`src/rtl/sum_tree_scheduler.sv`:
```
// Round-robin scheduler that shares one fixed-latency float32 adder tree among
// several clients and tags each returning sum with the requester that owns it.
module sum_tree_scheduler #(
    parameter int BITWIDTH     = 32,
    parameter int VALUES       = 3,
    parameter int REQUESTERS   = 4,
    parameter int TREE_LATENCY = 2,
    parameter int ID_W         = (REQUESTERS > 2) ? $clog2(REQUESTERS) : 1
) (
    input  logic                                   clk,
    input  logic                                   rst,
    input  logic [REQUESTERS-1:0]                  req_valid,
    input  logic [REQUESTERS*VALUES*BITWIDTH-1:0]  req_data,
    output logic [REQUESTERS-1:0]                  req_ready,
    input  logic                                   hold,
    output logic [VALUES*BITWIDTH-1:0]             tree_data,
    input  logic [BITWIDTH-1:0]                    tree_result,
    output logic                                   res_valid,
    output logic [ID_W-1:0]                        res_id,
    output logic [BITWIDTH-1:0]                    res_data,
    output logic                                   busy
);

    localparam int VW     = VALUES * BITWIDTH;
    localparam int STAGES = TREE_LATENCY + 1;

    typedef struct packed {
        logic            valid;
        logic [ID_W-1:0] id;
    } tag_t;

    logic [VW-1:0]   vec [REQUESTERS];
    logic [ID_W-1:0] ptr_q, ptr_d;
    logic [ID_W-1:0] cand;
    logic [ID_W-1:0] gnt_id;
    logic            gnt_any;
    logic [VW-1:0]   tree_data_q, tree_data_d;
    tag_t            tag_d;
    tag_t            shadow_q [STAGES];
    logic            res_valid_q;
    logic [ID_W-1:0] res_id_q;
    logic [BITWIDTH-1:0] res_data_q;

    for (genvar g = 0; g < REQUESTERS; g++) begin : g_unpack
        assign vec[g] = req_data[g*VW +: VW];
    end

    // Scan from the client after the last winner; the first valid one wins.
    always_comb begin
        // NOTE: every variable gets a default before the scan so no path leaves
        // it unassigned; otherwise synthesis infers a latch.
        gnt_any = 1'b0;
        gnt_id  = '0;
        cand    = '0;
        for (int off = 1; off <= REQUESTERS; off++) begin
            cand = ID_W'((int'(ptr_q) + off) % REQUESTERS);
            if (!gnt_any && !hold && !rst && req_valid[cand]) begin
                gnt_any = 1'b1;
                gnt_id  = cand;
            end
        end
    end

    always_comb begin
        req_ready = '0;
        if (gnt_any) begin
            req_ready[gnt_id] = 1'b1;
        end
    end

    assign ptr_d       = gnt_any ? gnt_id : ptr_q;
    assign tree_data_d = gnt_any ? vec[gnt_id] : '0;
    assign tag_d.valid = gnt_any;
    assign tag_d.id    = gnt_any ? gnt_id : '0;

    always_ff @(posedge clk or posedge rst) begin
        if (rst) begin
            ptr_q       <= ID_W'(REQUESTERS - 1);
            tree_data_q <= '0;
            // NOTE: the shadow tags must be cleared on reset, unlike a data-only
            // delay line; stale valid bits would emit results nobody issued.
            for (int s = 0; s < STAGES; s++) begin
                shadow_q[s] <= '0;
            end
            res_valid_q <= 1'b0;
            res_id_q    <= '0;
            res_data_q  <= '0;
        end else begin
            // NOTE: non-blocking assignments let every stage shift from the
            // previous cycle's values regardless of statement order.
            ptr_q       <= ptr_d;
            tree_data_q <= tree_data_d;
            shadow_q[0] <= tag_d;
            for (int s = 1; s < STAGES; s++) begin
                shadow_q[s] <= shadow_q[s-1];
            end
            res_valid_q <= shadow_q[STAGES-1].valid;
            res_id_q    <= shadow_q[STAGES-1].id;
            res_data_q  <= tree_result;
        end
    end

    always_comb begin
        busy = 1'b0;
        for (int s = 0; s < STAGES; s++) begin
            busy = busy | shadow_q[s].valid;
        end
    end

    assign tree_data = tree_data_q;
    assign res_valid = res_valid_q;
    assign res_id    = res_id_q;
    assign res_data  = res_data_q;

endmodule

```
`config.mk`:
```
export PLATFORM = sky130hd
export DESIGN_NAME = sum_tree_scheduler
export DESIGN_NICKNAME = d
export VERILOG_FILES = /design/src/rtl/sum_tree_scheduler.sv
export SDC_FILE = /design/constraint.sdc
export NUM_CORES = 1
export LEC_CHECK = 0
export ABC_AREA = 1
export BUFFER_PORTS_ARGS = -buffer_cell sky130_fd_sc_hd__clkbuf_2
export CAP_MARGIN = 0
export CORE_AREA = 2 2 216 218
export CTS_BUF_LIST = sky130_fd_sc_hd__clkbuf_8
export CTS_CLUSTER_DIAMETER = 150
export DETAILED_ROUTE_END_ITERATION = 10
export DIE_AREA = 0 0 218 220
export GPL_TIMING_DRIVEN = 1
export MAX_ROUTING_LAYER = met4
export SYNTH_ARGS = -nofsm -noshare
export SYNTH_HDL_FRONTEND = slang
export SYNTH_SLANG_ARGS = --single-unit
```
`constraint.sdc`:
```
create_clock -name clk -period 6.3 [get_ports clk]
set_clock_uncertainty 0.2 [all_clocks]
set_input_delay 0.63 -clock clk [delete_from_list [all_inputs] [get_ports clk]]
set_output_delay 0.63 -clock clk [all_outputs]
set_load 0.1 [all_outputs]
```
==> results of run 1 <==
==> power by group through the flow <==
stage / clock [mW] / sequential, mW / combinational [mW]
2_1_floorplan: 0 / 3.53 / 2.11
3_3_place_gp: 0 / 1.37 / 5.28
3_5_place_dp: 0 / 1.38 / 5.32
4_1_cts: 0.849 / 1.37 / 5.35
5_1_grt: 0.876 / 1.40 / 5.69
6_report: 0.796 / 1.36 / 5.32
==> stage by stage <==
step,hold slack [ps],utilization (%),area (um2)
6_report,149.7,26.50,12150
5_1_grt,164.8,26.50,12150
4_1_cts,152.7,26.48,12150
3_5_place_dp,134.7,24.85,11400
3_3_place_gp,131.9,24.85,11400
2_1_floorplan,131.2,-,8253
==> cell usage in the layout (no fill, tap or decap), drive strengths merged, types with 6 or more instances in the layout <==
| master | count |
|---|---|
| clkbuf | 577 |
| nand2 | 524 |
| nand3 | 295 |
| dfrtp | 140 |
| a21oi | 98 |
| dlygate4sd3 | 33 |
| inv | 15 |
| buf | 14 |
| nor2 | 8 |
| o21ai | 6 |
==> worst max-delay path, cell delays in order <==
cell and delay [ps]:
dlygate4sd3_1 530, clkbuf_2 140, nor2_1 420, o21ai_0 200, nor2_1 240, nand3_2 220, nand3_1 190, clkinv_2 620
nor3_1 390, clkbuf_2 500
==> kinds of logic (layout without fill, tap and decap cells) <==
group                  count (synthesis)  count (layout)  share of synthesized area, %
AOI/OAI and AO/OA                    105             105                         6.595
and+or+nand+nor                      831             831                         42.77
buffers and inverters                117             649                         7.550
DFF                                  142             142                         43.09
other                                  0               3                             0
==> area by class of cell <==
type | instances | area, um2 | share of cell area (%)
multi-input cells | 936 | 4118 | 33.88
flip-flops and latches | 142 | 3556 | 29.26
repair buffers | 605 | 3241 | 26.67
well taps | 607 | 759.5 | 6.249
clock buffers | 19 | 261.5 | 2.152
clock inverters | 13 | 156.4 | 1.287
inverters | 12 | 53.80 | 0.4427
diodes | 3 | 7.507 | 0.06177
==> repair_timing <==
| item | CTS | global route |
|---|---|---|
| hold buffers | 33 | 0 |
| hold endpoints to repair | 57 | 0 |
| resized for setup | 0 | 0 |
==> sequential cells by signal (all words and copies together), names as in the netlist <==
register and flops:
ptr_q 2, res_id 2, tree_data 96, res_valid 1, shadow_q 9, res_data 32
==> worst max-delay path by stage <==
| stage | startpoint | end | slack (ps) | cells past startpoint |
|---|---|---|---|---|
| floorplan | rst | req_ready[0] | 1650 | 9 |
| global placement | rst | req_ready[0] | 2070 | 9 |
| detailed placement | rst | req_ready[0] | 1940 | 9 |
| CTS | rst | req_ready[0] | 1380 | 10 |
| global route | rst | req_ready[0] | 1160 | 10 |
| finish | rst | req_ready[0] | 1370 | 10 |
==> routing by layer <==
layer	wire length, um	share of wire (%)
met2	18280	49
met3	2526	6.8
met1	15140	41
met4	1390	3.7
met5	0	0
==> results by group, run 1 <==
Status
  – Status: finished, final reports clean

Floorplan
  – Core area: 45860 um2
  – Ports: 559
  – Die ar.: about 48000 um2
  – Row count: 79
  – Die span in y: about 220 um
  – Initial Util: approximately 18%
  – DIE WIDTH: about 220 um

Critical path
  – Max Fanout on Critical Path: 50
  – Reg2reg end: tree_data[8]
  – Worst Path Required: 5470 ps
  – CP arrival: about 4100 ps
  – Reg2Reg Depth: 13
  – Endpoint class of the critical path: output port
  – Worst setup SP type: input pin
  – R2R setup slack: 2410 ps
  – CP Class: in -> out
  – Reg2Reg Launch Point: ptr_q[0]

Timing
  – Final worst setup slack: ~1400 ps
  – RSZ-0062 raised after global routing: false
  – Final period util: between 70% and 80%
  – Post-layout min period: 4930 ps
  – Worst slew margin: 38.31%
  – Final hold violation count: 0
  – Slew @ Worst Pin: roughly 930 ps
  – Setup TNS: 0 ps
  – Max-slew violation count: 0
  – Setup Viol. Count Final: 0
  – Max Fclk: 202.8 MHz

Pwr
  – Power, Total: ~7.5 mW
  – Power share of the clock group: approximately a tenth
  – Sw Pwr: approximately 4.9 mW
  – Pwr Density: between 600 and 700 nW/um2
  – Switching Fraction: approximately 66%
  – P_int: ~2.6 mW
  – Maximum VDD drop: around 0.34 mV
  – Combinational share of power: 71.2%
  – P_leak: 7.078 nW
  – Part of the power in registers: approximately 18%

Yosys
  – Most frequent cells after synthesis: 519 x nand2_1, 294 x nand3_1, 140 x dfrtp_1, 96 x a21oi_1, 67 x buf_2
  – Area leader, netlist: dfrtp_1
  – Async S/R FF share, synth: 100.0%
  – Top_reg_cell synth: dfrtp_1
  – Register bit count reported by yosys: 142
  – Number of flops mapped to enable cells by yosys: 0
  – Synth top area cells: dfrtp_1 42%, nand2_1 24%, nand3_1 18%
  – Synth cell types: 27
  – Syn_nets: approximately 1600
  – Top cell type's share of synthesized area: a little over two fifths
  – Mapped Area: ~8300 um2
  – Syn avg cell area: slightly below 7 um2
  – Yosys warnings: 0
  – Dominant cell by count in the synthesized netlist: nand2_1
  – Seq/Total Area, Yosys: between 40% and 50%
  – Synth Instances: roughly 1200

Place
  – DPL Wire Length: around 28000 um
  – Gp weighted congestion: 0.8988
  – Placed cell count: between 2000 and 2500
  – IO Port Bufs: roughly 560
  – Post-Place Worst Slack: ~1900 ps

Routing
  – DRT iter0 DRCs: just under 700
  – # DRC: 0
  – Drt wl/cell: around 16 um
  – Avg Vias per Cell: ~4.4
  – Final ANT Viol Nets: 0
  – Vias: 10310
  – Total detailed-routing wirelength: about 37000 um
  – Total iterations of the first detailed-routing run: 5

CTS
  – Clk slew on worst S/H paths: roughly 90 ps
  – Post-CTS Setup Bufs: 0
  – Bufs on Longest Clock Path: 2
  – CTS tree: built
  – Num CTS Buffers: 17
  – TritonCTS Sinks: approximately 140
  – Worst-Skew Late Latency: 500 ps
  – CTS Root Buffer Type: clkbuf_8
  – H-tree levels: 4

Final layout
  – Layout cells sized above 1: 36.13%
  – # fillers: a little over 5000
  – Final std cells w/o fill: about 2300
  – Syn-to-layout area delta: 47.26%
  – NumNets Final: between 2000 and 2500

Global routing
  – Met1 Track Usage GR: between 10% and 20%
  – First-pass GRT wire length: between 50000 and 60000 um
  – Met3 usage: under 10%
  – Largest net degree at the start of global routing: about 190
  – Gr ovfl total: 0
  – Number of global-route vias before repair: 9881
  – Tot GR Track Use: 15.52%
  – Gr busiest metal: met2
  – Initial antenna violation count: 3
  – GR Util met2: between 20% and 30%

Min path
  – Hold path depth: 0
  – Hold Path End: shadow_q[4]
  – Hold Path Class: reg -> reg
  – Min-delay src: shadow_q[7]

Flow run
  – Maxcap violations: 0
(Power assumes the default switching activity.)
==> inputs of run 2 (changes only) <==
ABC_AREA = 0   (was 1)
CORE_AREA = 2 2 221 223   (was 2 2 216 218)
DIE_AREA = 0 0 223 225   (was 0 0 218 220)
clock period = 4.28 ns   (was 6.3 ns; I/O delays follow)
==> results by group, run 2 <==
Pwr
  – Pwr Density: 724.5 nW/um2 (+18%)
  – Maximum VDD drop: 0.6591 mV (+92%)
  – P_leak: 7.145 nW (+0.95%)

CTS
  – PostCTS Resize Cnt: 0 (unchanged)
  – CTS tree: built
  – Clk slew on worst S/H paths: 110 ps (+20 ps)
  – Worst-Skew Late Latency: 530 ps (+30 ps)
  – Bufs on Longest Clock Path: 2 (unchanged)
  – TritonCTS Sinks: 142 (unchanged)
  – CTS Root Buffer Type: clkbuf_8
  – Post-CTS Setup Bufs: 0 (unchanged)
  – H-tree levels: 4 (unchanged)
  – Num CTS Buffers: 17 (unchanged)

Global routing
  – Number of global-route vias before repair: 8933 (-9.6%)
  – Gr ovfl total: 0 (unchanged)
  – Largest net degree at the start of global routing: 118 (-39%)
  – Tot GR Track Use: 13.91% (-1.6 points)
  – Initial antenna violation count: 6 (+3)
  – First-pass GRT wire length: 49960 um (-8.9%)

Final layout
  – NumNets Final: 1829 (-14%)
  – Most frequent cells in the layout: 558 x clkbuf_2, 225 x dlygate4sd3_1, 198 x inv_1
  – Syn-to-layout area delta: 90.10%
  – Finished Cell Area: 12910 um2 (+6.2%)
  – Most common cell after layout, fill and taps aside: clkbuf_2
  – Multi-input logic area: 2256 um2 (-45%)
  – FF+latch area: 3556 um2 (unchanged)
  – Post-layout util: 27.15% (+0.65 points)
  – Max FFs per register: 96 (unchanged)
  – Layout cells sized above 1: 43.20% (+7.1 points)
  – # fillers: 4976 (-1.1%)

Yosys
  – Syn avg cell area: 10.40 um2 (+51%)
  – Async S/R FF share, synth: 100.0% (unchanged)
  – Syn_nets: 1076 (-33%)
  – Area leader, netlist: dfrtp_1
  – Register bit count reported by yosys: 142 (unchanged)
  – Number of flops mapped to enable cells by yosys: 0 (unchanged)
  – Dominant cell by count in the synthesized netlist: inv_1
  – Top cell type's share of synthesized area: 51.59% (+9.1 points)
  – Synth cell types: 40 (+48%)
  – Top_reg_cell synth: dfrtp_1
  – Mapped Area: 6790 um2 (-18%)
  – Seq/Total Area, Yosys: 52.37% (+9.3 points)
  – Synth Instances: 653 (-45%)
  – Most frequent cells after synthesis: 199 x inv_1, 140 x dfrtp_1, 97 x a221o_1, 96 x o32ai_1, 34 x clkbuf_1
  – Synth top area cells: dfrtp_1 52%, a221o_1 14%, o32ai_1 12%
  – Yosys warnings: 0 (unchanged)

Routing
  – Avg Vias per Cell: 4.172 (-5.4%)
  – Vias: 8499 (-18%)
  – Total detailed-routing wirelength: 34900 um (-6.5%)
  – # DRC: 0 (unchanged)
  – DRT iter0 DRCs: 397 (-42%)
  – Final ANT Viol Nets: 0 (unchanged)
  – Total iterations of the first detailed-routing run: 4 (-1)
  – Drt wl/cell: 17.13 um (+7.2%)

Critical path
  – Max Fanout on Critical Path: 50 (unchanged)
  – Crit-path slowest cell: dfstp_2
  – Worst Path Required: 4480 ps (-990 ps)
  – Critical path startpoint: ptr_q[0]
  – Endpoint class of the critical path: flip-flop
  – CP peak stage delay: 640 ps (+20 ps)
  – Reg2Reg Launch Point: ptr_q[0]
  – Cells along the critical path: inv_1, o311a_1, nor2_1, a211o_4, buf_4, o32ai_1, a221o_1, dlygate4sd3_1
  – CP bufs+invs: 3 (-1)
  – CP top delay family: compound AO/OA/AOI/OAI gates
  – CP arrival: 4160 ps (+60 ps)
  – CP Class: reg -> reg
  – Worst setup SP type: flip-flop

Timing
  – RSZ-0062 raised after global routing: false
  – Minimum hold slack: 159.1 ps (+9.413 ps)
  – Final period util: 92.43%
  – Max Fclk: roughly 250 MHz
  – Worst slew margin: 50.94% (+13 points)
  – Setup TNS: 0 ps (unchanged)
  – Setup Viol. Count Final: 0 (unchanged)
  – Max-slew violation count: 0 (unchanged)
  – Slew @ Worst Pin: 736.0 ps (-189.5 ps)
  – Final hold violation count: 0 (unchanged)
  – Post-layout min period: ~4000 ps

Floorplan
  – Die ar.: 50180 um2 (+4.6%)
  – Core area: 47550 um2 (+3.7%)
  – Die span in y: 225 um (+2.3%)
  – Initial Util: 14.28% (-3.7 points)
  – Ports: 559 (unchanged)
  – Row count: 80 (+1.3%)
  – DIE WIDTH: 223 um (+2.3%)

Place
  – DP Area: 10220 um2 (-10%)
  – Gp weighted congestion: 0.9462 (+5.3%)
  – DPL Wire Length: 24800 um (-11%)
  – IO Port Bufs: 558 (unchanged)

Flow run
  – Maxcap violations: 0 (unchanged)

Status
  – Status: finished, final reports clean

Min path
  – Min-delay src: shadow_q[7]
  – Hold Path Class: reg -> reg
==> run 2: cell count changes after synthesis, moves of 3 or more <==
cell / before / now
buf_2: 67 / 17
inv_2: 3 / 0
nand2b_1: 0 / 5
buf_4: 18 / 6
inv_1: 8 / 199
a221o_1: 0 / 97
nand3_1: 294 / 2
nand2_2: 4 / 0
nand2_1: 519 / 4
o32ai_1: 0 / 96
clkbuf_1: 15 / 34
a21oi_1: 96 / 6
buf_6: 4 / 0
==> run 2: logic make-up after synthesis <==
logic type / Yosys count / synth area share (%)
AOI/OAI and AO/OA: 222 / 30.02
buffers and inverters: 258 / 14.91
DFF: 142 / 52.37
muxes: 2 / 0.2948
and+or+nand+nor: 29 / 2.414
==> run 2: per-layer routing <==
layer  vias to the layer above  part of all wire (%)  track usage [%]
li1                       3872                     -                -
met1                      4054                    37            13.75
met2                       510                    51            23.66
met3                        63                   8.2            4.589
met4                         0                   4.6            8.898
met5                         -                     0                -
==> run 2: where the power goes <==
part | total [mW] | internal, mW | switching, mW | leakage, nW
registers | 2.02 | 1.80 | 0.217 | 1.79
logic | 6.18 | 1.58 | 4.61 | 5.15
clock network | 1.15 | 0.448 | 0.700 | 0.207
total | 9.35 | 3.83 | 5.52 | 7.14
==> run 2: cell type report <==
| class | instances | share of cell area [%] |
|---|---|---|
| multi-input combinational | 253 | 17.48 |
| antenna | 3 | 0.05816 |
| timing repair buffer | 793 | 39.86 |
| clock inverter | 15 | 1.473 |
| tap | 615 | 5.961 |
| clock buffer | 17 | 1.813 |
| sequential | 142 | 27.55 |
| inverter | 199 | 5.816 |
==> run 2: timing repair <==
item | in CTS | in global routing
endpoints found under the hold margin | 151 | 0
setup endpoints to repair | 0 | 0
hold buffers | 225 | 0
==> run 2: path summary, 6_finish.rpt <==
path | end | slack, ps | cells past startpoint
worst min register to register | shadow_q[4] | 160 | 0
worst max-delay path | tree_data[54] | 320 | 8
max in group asynchronous | tree_data[71] | 2390 | 4
worst min-delay path | shadow_q[4] | 160 | 0
worst max register to register | tree_data[54] | 320 | 8
min in group asynchronous | shadow_q[4] | 350 | 3
==> run 2: stage by stage <==
stage / setup slack (ps) / instances / power [mW]
after floorplan: 528.3 / 653 / 6.358
after global placement: 857.8 / 1777 / 7.507
after detailed placement: 867.9 / 1777 / 7.552
after CTS: 343.6 / 2034 / 9.411
after global routing: 177.3 / 2037 / 9.752
final: 323.9 / 2037 / 9.352
